## config.mk

```make
export PLATFORM = sky130hd
export DESIGN_NAME = adc_conv_sequencer_flat
export DESIGN_NICKNAME = d
export VERILOG_FILES = /design/src/rtl/adc_conv_sequencer_if.sv /design/src/rtl/adc_conv_sequencer.sv /design/src/flat_wrapper.sv
export SDC_FILE = /design/constraint.sdc
export NUM_CORES = 1
export LEC_CHECK = 0
export ABC_CLOCK_PERIOD_IN_PS = 5700
export CAP_MARGIN = 20
export CORE_ASPECT_RATIO = 0.5
export CORE_MARGIN = 5
export CORE_UTILIZATION = 56
export CTS_CLUSTER_SIZE = 20
export DETAILED_ROUTE_END_ITERATION = 10
export GPL_TIMING_DRIVEN = 0
export HOLD_SLACK_MARGIN = 0.02
export PLACE_DENSITY_LB_ADDON = 0.12
export SYNTH_ARGS = -nofsm -noshare
export SYNTH_HDL_FRONTEND = slang
export SYNTH_SLANG_ARGS = --single-unit
```

## constraint.sdc

```tcl
create_clock -name clk -period 5.7 [get_ports clk]
set_clock_uncertainty 0.1 [all_clocks]
set_input_delay 1.14 -clock clk [delete_from_list [all_inputs] [get_ports clk]]
set_output_delay 1.14 -clock clk [all_outputs]
set_load 0.05 [all_outputs]
```

## src/rtl/adc_conv_sequencer_if.sv

```systemverilog
// rtl/adc_conv_sequencer_if.sv - request, status and edge-detector signals of the conversion sequencer
interface adc_conv_sequencer_if #(
    parameter int CNT_W = 16
);
    logic             conv_req;
    logic             conv_ready;
    logic             continuous;
    logic             free_run;
    logic             sar_done_async;
    logic             start_conv;
    logic             ena_in;
    logic             busy;
    logic             conv_done;
    logic             conv_timeout;
    logic [CNT_W-1:0] conv_count;
    logic [7:0]       timeout_count;

    modport master (
        output conv_req, continuous, free_run, sar_done_async,
        input  conv_ready, start_conv, ena_in, busy, conv_done, conv_timeout,
               conv_count, timeout_count
    );

    modport slave (
        input  conv_req, continuous, free_run, sar_done_async,
        output conv_ready, start_conv, ena_in, busy, conv_done, conv_timeout,
               conv_count, timeout_count
    );
endinterface

```

## src/rtl/adc_conv_sequencer.sv

```systemverilog
// rtl/adc_conv_sequencer.sv - start_conv generator with min high/low times, done/timeout tracking
module adc_conv_sequencer #(
    parameter int HOLD_CYCLES    = 50,
    parameter int LOW_CYCLES     = 50,
    parameter int TIMEOUT_CYCLES = 1024,
    parameter int CNT_W          = 16
) (
    input  logic                 clk,
    input  logic                 rst,
    adc_conv_sequencer_if.slave  bus
);

    localparam int CMAX0 = (HOLD_CYCLES > LOW_CYCLES) ? HOLD_CYCLES : LOW_CYCLES;
    localparam int CMAX  = (CMAX0 > TIMEOUT_CYCLES) ? CMAX0 : TIMEOUT_CYCLES;
    localparam int CW    = $clog2(CMAX + 1);

    localparam logic [CW-1:0] HOLD_LAST = CW'(HOLD_CYCLES - 1);
    localparam logic [CW-1:0] LOW_LAST  = CW'(LOW_CYCLES - 1);
    localparam logic [CW-1:0] TMO_LAST  = CW'(TIMEOUT_CYCLES - 1);
    localparam logic [CW-1:0] CNT_ONE   = CW'(1);

    localparam logic [1:0] ST_IDLE    = 2'd0;
    localparam logic [1:0] ST_ARM     = 2'd1;
    localparam logic [1:0] ST_WAIT    = 2'd2;
    localparam logic [1:0] ST_RECOVER = 2'd3;

    logic [1:0]       state_q, state_d;
    logic [CW-1:0]    cnt_q, cnt_d;
    logic             start_q, start_d;
    logic             ready_q, ready_d;
    logic             busy_q, busy_d;
    logic             done_q, done_d;
    logic             tmo_q, tmo_d;
    logic [CNT_W-1:0] count_q, count_d;
    logic [7:0]       tcnt_q, tcnt_d;
    logic             ena_q;
    logic [2:0]       sync_q;
    logic             rise;

    // sync_q[0..2] are s1..s3; only a fresh low-to-high edge of the SAR flag counts
    assign rise = sync_q[1] & ~sync_q[2];

    always_comb begin
        state_d = state_q;
        cnt_d   = cnt_q + CNT_ONE;
        start_d = start_q;
        done_d  = 1'b0;
        tmo_d   = 1'b0;
        count_d = count_q;
        tcnt_d  = tcnt_q;
        case (state_q)
            ST_IDLE: begin
                cnt_d = '0;
                if (bus.conv_req || bus.continuous) begin
                    state_d = ST_ARM;
                    start_d = 1'b1;
                end
            end
            ST_ARM: begin
                // a rise seen here belongs to the previous conversion and is dropped
                if (cnt_q == HOLD_LAST) begin
                    state_d = ST_WAIT;
                    cnt_d   = '0;
                end
            end
            ST_WAIT: begin
                if (rise) begin
                    state_d = ST_RECOVER;
                    cnt_d   = '0;
                    start_d = 1'b0;
                    done_d  = 1'b1;
                    count_d = count_q + CNT_W'(1);
                end else if (cnt_q == TMO_LAST) begin
                    state_d = ST_RECOVER;
                    cnt_d   = '0;
                    start_d = 1'b0;
                    tmo_d   = 1'b1;
                    tcnt_d  = (tcnt_q == 8'hFF) ? tcnt_q : tcnt_q + 8'd1;
                end
            end
            default: begin
                start_d = 1'b0;
                if (cnt_q == LOW_LAST) begin
                    state_d = bus.continuous ? ST_ARM : ST_IDLE;
                    cnt_d   = '0;
                    start_d = bus.continuous;
                end
            end
        endcase
        ready_d = (state_d == ST_IDLE);
        busy_d  = (state_d != ST_IDLE);
    end

    always_ff @(posedge clk) begin
        if (rst) begin
            state_q <= ST_RECOVER;
            cnt_q   <= '0;
            start_q <= 1'b0;
            ready_q <= 1'b0;
            busy_q  <= 1'b1;
            done_q  <= 1'b0;
            tmo_q   <= 1'b0;
            count_q <= '0;
            tcnt_q  <= '0;
            ena_q   <= 1'b0;
            sync_q  <= '0;
        end else begin
            state_q <= state_d;
            cnt_q   <= cnt_d;
            start_q <= start_d;
            ready_q <= ready_d;
            busy_q  <= busy_d;
            done_q  <= done_d;
            tmo_q   <= tmo_d;
            count_q <= count_d;
            tcnt_q  <= tcnt_d;
            ena_q   <= bus.free_run;
            sync_q  <= {sync_q[1:0], bus.sar_done_async};
        end
    end

    assign bus.conv_ready    = ready_q;
    assign bus.start_conv    = start_q;
    assign bus.ena_in        = ena_q;
    assign bus.busy          = busy_q;
    assign bus.conv_done     = done_q;
    assign bus.conv_timeout  = tmo_q;
    assign bus.conv_count    = count_q;
    assign bus.timeout_count = tcnt_q;

endmodule
```

## src/flat_wrapper.sv

```systemverilog
// flat-port wrapper written by rule: the top's interface ports become plain ports
module adc_conv_sequencer_flat 
#(
    parameter int HOLD_CYCLES    = 50,
    parameter int LOW_CYCLES     = 50,
    parameter int TIMEOUT_CYCLES = 1024,
    parameter int CNT_W          = 16
)
  (clk, rst, bus_conv_req, bus_continuous, bus_free_run, bus_sar_done_async, bus_conv_ready, bus_start_conv, bus_ena_in, bus_busy, bus_conv_done, bus_conv_timeout, bus_conv_count, bus_timeout_count);
  adc_conv_sequencer_if #(.CNT_W(CNT_W)) bus_i ();
  input  logic clk;
  input  logic rst;
  input wire logic [$bits(bus_i.conv_req)-1:0] bus_conv_req;
  input wire logic [$bits(bus_i.continuous)-1:0] bus_continuous;
  input wire logic [$bits(bus_i.free_run)-1:0] bus_free_run;
  input wire logic [$bits(bus_i.sar_done_async)-1:0] bus_sar_done_async;
  output wire logic [$bits(bus_i.conv_ready)-1:0] bus_conv_ready;
  output wire logic [$bits(bus_i.start_conv)-1:0] bus_start_conv;
  output wire logic [$bits(bus_i.ena_in)-1:0] bus_ena_in;
  output wire logic [$bits(bus_i.busy)-1:0] bus_busy;
  output wire logic [$bits(bus_i.conv_done)-1:0] bus_conv_done;
  output wire logic [$bits(bus_i.conv_timeout)-1:0] bus_conv_timeout;
  output wire logic [$bits(bus_i.conv_count)-1:0] bus_conv_count;
  output wire logic [$bits(bus_i.timeout_count)-1:0] bus_timeout_count;
  assign bus_i.conv_req = bus_conv_req;
  assign bus_i.continuous = bus_continuous;
  assign bus_i.free_run = bus_free_run;
  assign bus_i.sar_done_async = bus_sar_done_async;
  assign bus_conv_ready = bus_i.conv_ready;
  assign bus_start_conv = bus_i.start_conv;
  assign bus_ena_in = bus_i.ena_in;
  assign bus_busy = bus_i.busy;
  assign bus_conv_done = bus_i.conv_done;
  assign bus_conv_timeout = bus_i.conv_timeout;
  assign bus_conv_count = bus_i.conv_count;
  assign bus_timeout_count = bus_i.timeout_count;
  adc_conv_sequencer #(.HOLD_CYCLES(HOLD_CYCLES), .LOW_CYCLES(LOW_CYCLES), .TIMEOUT_CYCLES(TIMEOUT_CYCLES), .CNT_W(CNT_W)) u_core (.clk(clk), .rst(rst), .bus(bus_i));
endmodule
```

* Word-level counts from Yosys, hierarchy flattened
Cells that the tools add are included.
** Storage, ports and cells
- Flip-flop bits (word level) :: 46
- Input bits :: 6
- Logic and storage cells :: 54
** Cells by class
- Add/sub/neg operators :: 3
- Equality and inequality tests :: 7
- Mux-type cells :: 18
- Bitwise operators :: 6
- Reductions and logical operators :: 9
** Operators by type and width (count)
- 11-bit two-way mux :: 3
- 11-bit case mux with 2 select lines :: 1
- 16-bit by 1-bit adder with 16-bit output (second input constant) :: 1
- 11-bit by 1-bit adder with 11-bit output (second input constant) :: 1
- 11-bit by 10-bit == test with 1-bit output (second input constant) :: 1
- 11-bit by 6-bit == test with 1-bit output (second input constant) :: 1
- 2-bit two-way mux :: 5
- 8-bit by 1-bit adder with 8-bit output (second input constant) :: 1
- 8-bit == test (second input constant) :: 1
- 1-bit two-way mux :: 7
- 2-bit case mux with 3 select lines :: 1
- 1-bit NOT :: 5
- 2-bit logical NOT :: 2
- 4-bit AND reduction :: 1
- 3-bit by 1-bit != test with 1-bit output (second input constant) :: 1
- 1-bit case mux with 3 select lines :: 1
- 3-bit AND reduction :: 1
- 3-bit OR reduction :: 1
- 2-bit by 1-bit == test with 1-bit output (second input constant) :: 1
- 2-bit == test (second input constant) :: 1
- 2-bit by 1-bit != test with 1-bit output (second input constant) :: 1
- 2-bit AND reduction :: 1
- 2-bit nonzero test :: 1
- 2-bit OR reduction :: 1
- other kinds (2) :: 2

* Longest topological paths before layout
- Depth after elaboration :: 5
- Gate-level depth with buffers :: 6

* Least setup slack after synthesis
Ideal clock, no wire load.
- Path type :: flip-flop to flip-flop
- Start :: register u_core.count_q[0] (netlist: u_core.bus.conv_count[0])
- End :: register u_core.count_q[12] (netlist: u_core.bus.conv_count[12])
- Data arrival time :: 2.063 ns
- Data required time :: 5.530 ns
- Setup slack :: 3.467 ns
- Cell stages (with the launch flop) :: 6
- Period minus slack after synthesis :: 2.233 ns
- Cell sequence :: dfxtp_1 > ha_1 > nand2_1 > or4_1 > or3_1 > a21oi_1
** Between the ends
- Cells in the longest elaborated chain, start to end :: 1
** RTL lines
- start: declaration :: line adc_conv_sequencer.sv:34 : logic [CNT_W-1:0] count_q, count_d;
- start signal: assignment :: line adc_conv_sequencer.sv:115 : count_q <= count_d;
- 16-bit by 1-bit adder with 16-bit output :: line adc_conv_sequencer.sv:72 : count_d = count_q + CNT_W'(1);
No other way between the ends.
A chain may end at the register's enable or synchronous reset.

* Final worst setup path
- Start :: register u_core.tcnt_q[0] (netlist: u_core.bus.timeout_count[0])
- End :: output port bus_timeout_count[0]
** RTL lines
- start: declaration :: line adc_conv_sequencer.sv:35 : logic [7:0] tcnt_q, tcnt_d;
- start signal: assignment :: line adc_conv_sequencer.sv:116 : tcnt_q <= tcnt_d;
- end: declaration :: line flat_wrapper.sv:24 : output wire logic [$bits(bus_i.timeout_count)-1:0] bus_timeout_count;
No word-level cell between the ends.

==> metrics <==
Least-Margin Pin Slew 0.5449 ns; CP startpoint kind register; family with the most delay on the worst path buffers and inverters; vias in the first global route 1819; layout cells sized above 1 5.376%; largest net degree at the start of global routing 14; drt via density around 5.7; RSZ-0062 raised after global routing false; syn nets 245; Ys Warns 0; top cell type by total area after synthesis dfxtp_1; die width just under 100 um; FF+latch area 920.9 sq um; Initial Util 59.32%; Slew headroom roughly 63%; Clk Latency, worst-skew pair 0.29 ns; clock buffer depth 2; critical path arrival 1.61 ns; area of the die 5111 sq um; Util after Layout 73.87%; part of the power in registers about 60%; CTS sink cnt 46; CTS buffer count 5; Placer Congestion about 0.84; PwrDens around 210 nW/um^2; TritonRoute pass-1 iters 4; status completed; Root Driver clkbuf_8; Post-Route WL 4515 um; CP Class register to output port; Multi-input gate area 1100 sq um; Fin. Hold Viols 0; Yosys top cell area share 44.23%; max-slew violations 0; ys async rst share 0%; H-tree levels 2; vias 1896; core area 3510 sq um; hold buffer count at cts 0; post-route ant nets 0; dpl hpwl between 3000 and 4000 um; peak supply drop 0.1176 mV; n_diodes 0; starting DRC count in detailed routing 72; average size of a mapped cell approximately 9 sq um; fmax 0.3515 GHz; Period minus WS final 2.845 ns; Port Buf Inserts 35; Sw Ratio 21.24%; period utilisation layout 49.92%; GR Overflow Total 0; WL/cell approximately 14 um; Clk pwr share between 30% and 40%; Syn-to-layout area delta 24.52%; first-pass GRT wire length 7866 um; Setup Viol. Count Final 0; sequential share of the synthesized area between 40% and 50%; Maximum Capacitance Violations 0; Setup crit end kind output port; Primary FF master, synth dfxtp_1; DRC 0; CP Cell Sequence clkdlybuf4s50_1; post-CTS sizing 0; I/O pin total 36; Rows 15; Crit path buffers/inverters 1; total global-route track usage 19.67%; Comb pwr share 3.5%; P_int ~430 uW; clock-pin slew on the worst setup and hold paths 0.08 ns; CP max stage delay 0.85 ns; Setup Buffers After CTS 0; nets@finish between 200 and 300; synthesized area roughly 2100 sq um; Area contributors post-synth dfxtp_1 44%, xnor2_1 5.0%, nor3_1 3.6%; CP max FO 7; Post-synth EDFFs 0; Synth cell types 42; sw power 116.0 uW; Fillers 291; HP Class register to register; initial antenna violation count 0; setup tns final 0 ns; FF+latch count, synth 46; CTS tree built; Critical Path RT 4.46 ns; Mapped Cells 235; P_leak ~0.00087 uW; Die Span Y 53.12 um; slowest CP cell clkdlybuf4s50_1
==> cell families after synthesis <==
kind of cell               count (synthesis)  share of synthesized area [%]
AOI/OAI and AO/OA                         39                          12.14
xor gates and xnor gates                  17                          7.151
adders and majority gates                  4                          2.404
buffers and inverters                     16                          2.944
DFF                                       46                          44.23
muxes                                      3                          1.622
and+or+nand+nor                          110                          29.51
==> area by class of cell <==
type                       count  area share, %
clock inverter                 1         0.1930
timing repair buffer          36          13.71
buffer                        10          1.496
inverter                       6         0.8687
tap                           51          2.461
sequential                    46          35.52
multi-input combinational    173          42.42
clock buffer                   7          3.330
==> cells in the final DEF, fill, tap and decap left out, types with 2 or more instances in the layout <==
cell type,Yosys,final
dfxtp_1,46,46
clkdlybuf4s50_1,0,35
nor2_1,18,18
nor3_1,15,15
nand2_1,14,14
xnor2_1,12,12
a21oi_1,12,12
nand4_1,10,10
nand3_1,10,10
clkbuf_1,8,9
nor2b_1,9,9
or4_1,9,9
nor4_1,7,7
o21ai_0,7,7
inv_1,6,6
o31ai_1,6,6
clkbuf_8,0,6
xor2_1,5,5
or3_1,5,5
and3_1,4,4
ha_1,4,4
mux2_2,3,3
o31a_1,2,2
nand2b_1,2,2
a211oi_1,2,2
==> per-layer routing <==
metal / part of all wire [%] / track usage [%]
met5: 0 / 0
met4: 0.60 / 6.132
met3: 6.0 / 5.540
met2: 50 / 36.00
met1: 43 / 22.29
==> through the flow <==
| stage | setup WS, ns | power, uW | std cells | hold WS [ns] | cell area (sq um) |
|---|---|---|---|---|---|
| 3_3_place_gp | 2.818 | 353.1 | 321 | 0.3243 | 2496 |
| 4_1_cts | 2.857 | 549.4 | 329 | 0.3357 | 2587 |
| 3_5_place_dp | 2.754 | 353.6 | 321 | 0.3223 | 2496 |
| 2_1_floorplan | 3.467 | 345.8 | 235 | 0.3138 | 2082 |
| 6_report | 2.855 | 546.2 | 330 | 0.3380 | 2592 |
| 5_1_grt | 2.801 | 568.8 | 330 | 0.3577 | 2592 |
==> synthesized netlist by cell type, types with 8 or more instances <==
cell type  count
clkbuf_1       8
dfxtp_1       46
nor2b_1        9
nand4_1       10
xnor2_1       12
nor2_1        18
nand2_1       14
or4_1          9
a21oi_1       12
nand3_1       10
nor3_1        15
==> worst paths after layout <==
| path | from | end | slack [ns] | depth (start not counted) |
|---|---|---|---|---|
| worst max-delay path | u_core.bus.timeout_count[0] | bus_timeout_count[0] | 2.85 | 1 |
| worst min-delay path | u_core.sync_q[0] | u_core.sync_q[1] | 0.34 | 1 |
| worst max register to register | u_core.cnt_q[0] | u_core.bus.timeout_count[3] | 3.29 | 6 |
| worst min register to register | u_core.sync_q[0] | u_core.sync_q[1] | 0.34 | 1 |
==> flip-flops by register name, summed over array words and instances, names as in the netlist <==
| name | cells |
|---|---|
| u_core.bus.busy | 1 |
| u_core.bus.conv_count | 16 |
| u_core.bus.conv_done | 1 |
| u_core.bus.conv_ready | 1 |
| u_core.bus.conv_timeout | 1 |
| u_core.bus.ena_in | 1 |
| u_core.bus.start_conv | 1 |
| u_core.bus.timeout_count | 8 |
| u_core.cnt_q | 11 |
| u_core.state_q | 2 |
| u_core.sync_q | 3 |
==> power by group through the flow <==
stage	clock (uW)	sequential, uW	combinational, uW
6_report	200	327	18.9
5_1_grt	221	328	20.6
4_1_cts	203	327	19.2
3_5_place_dp	0	335	19.1
3_3_place_gp	0	334	18.6
2_1_floorplan	0	335	10.3
Power figures use the tool's default switching activity.
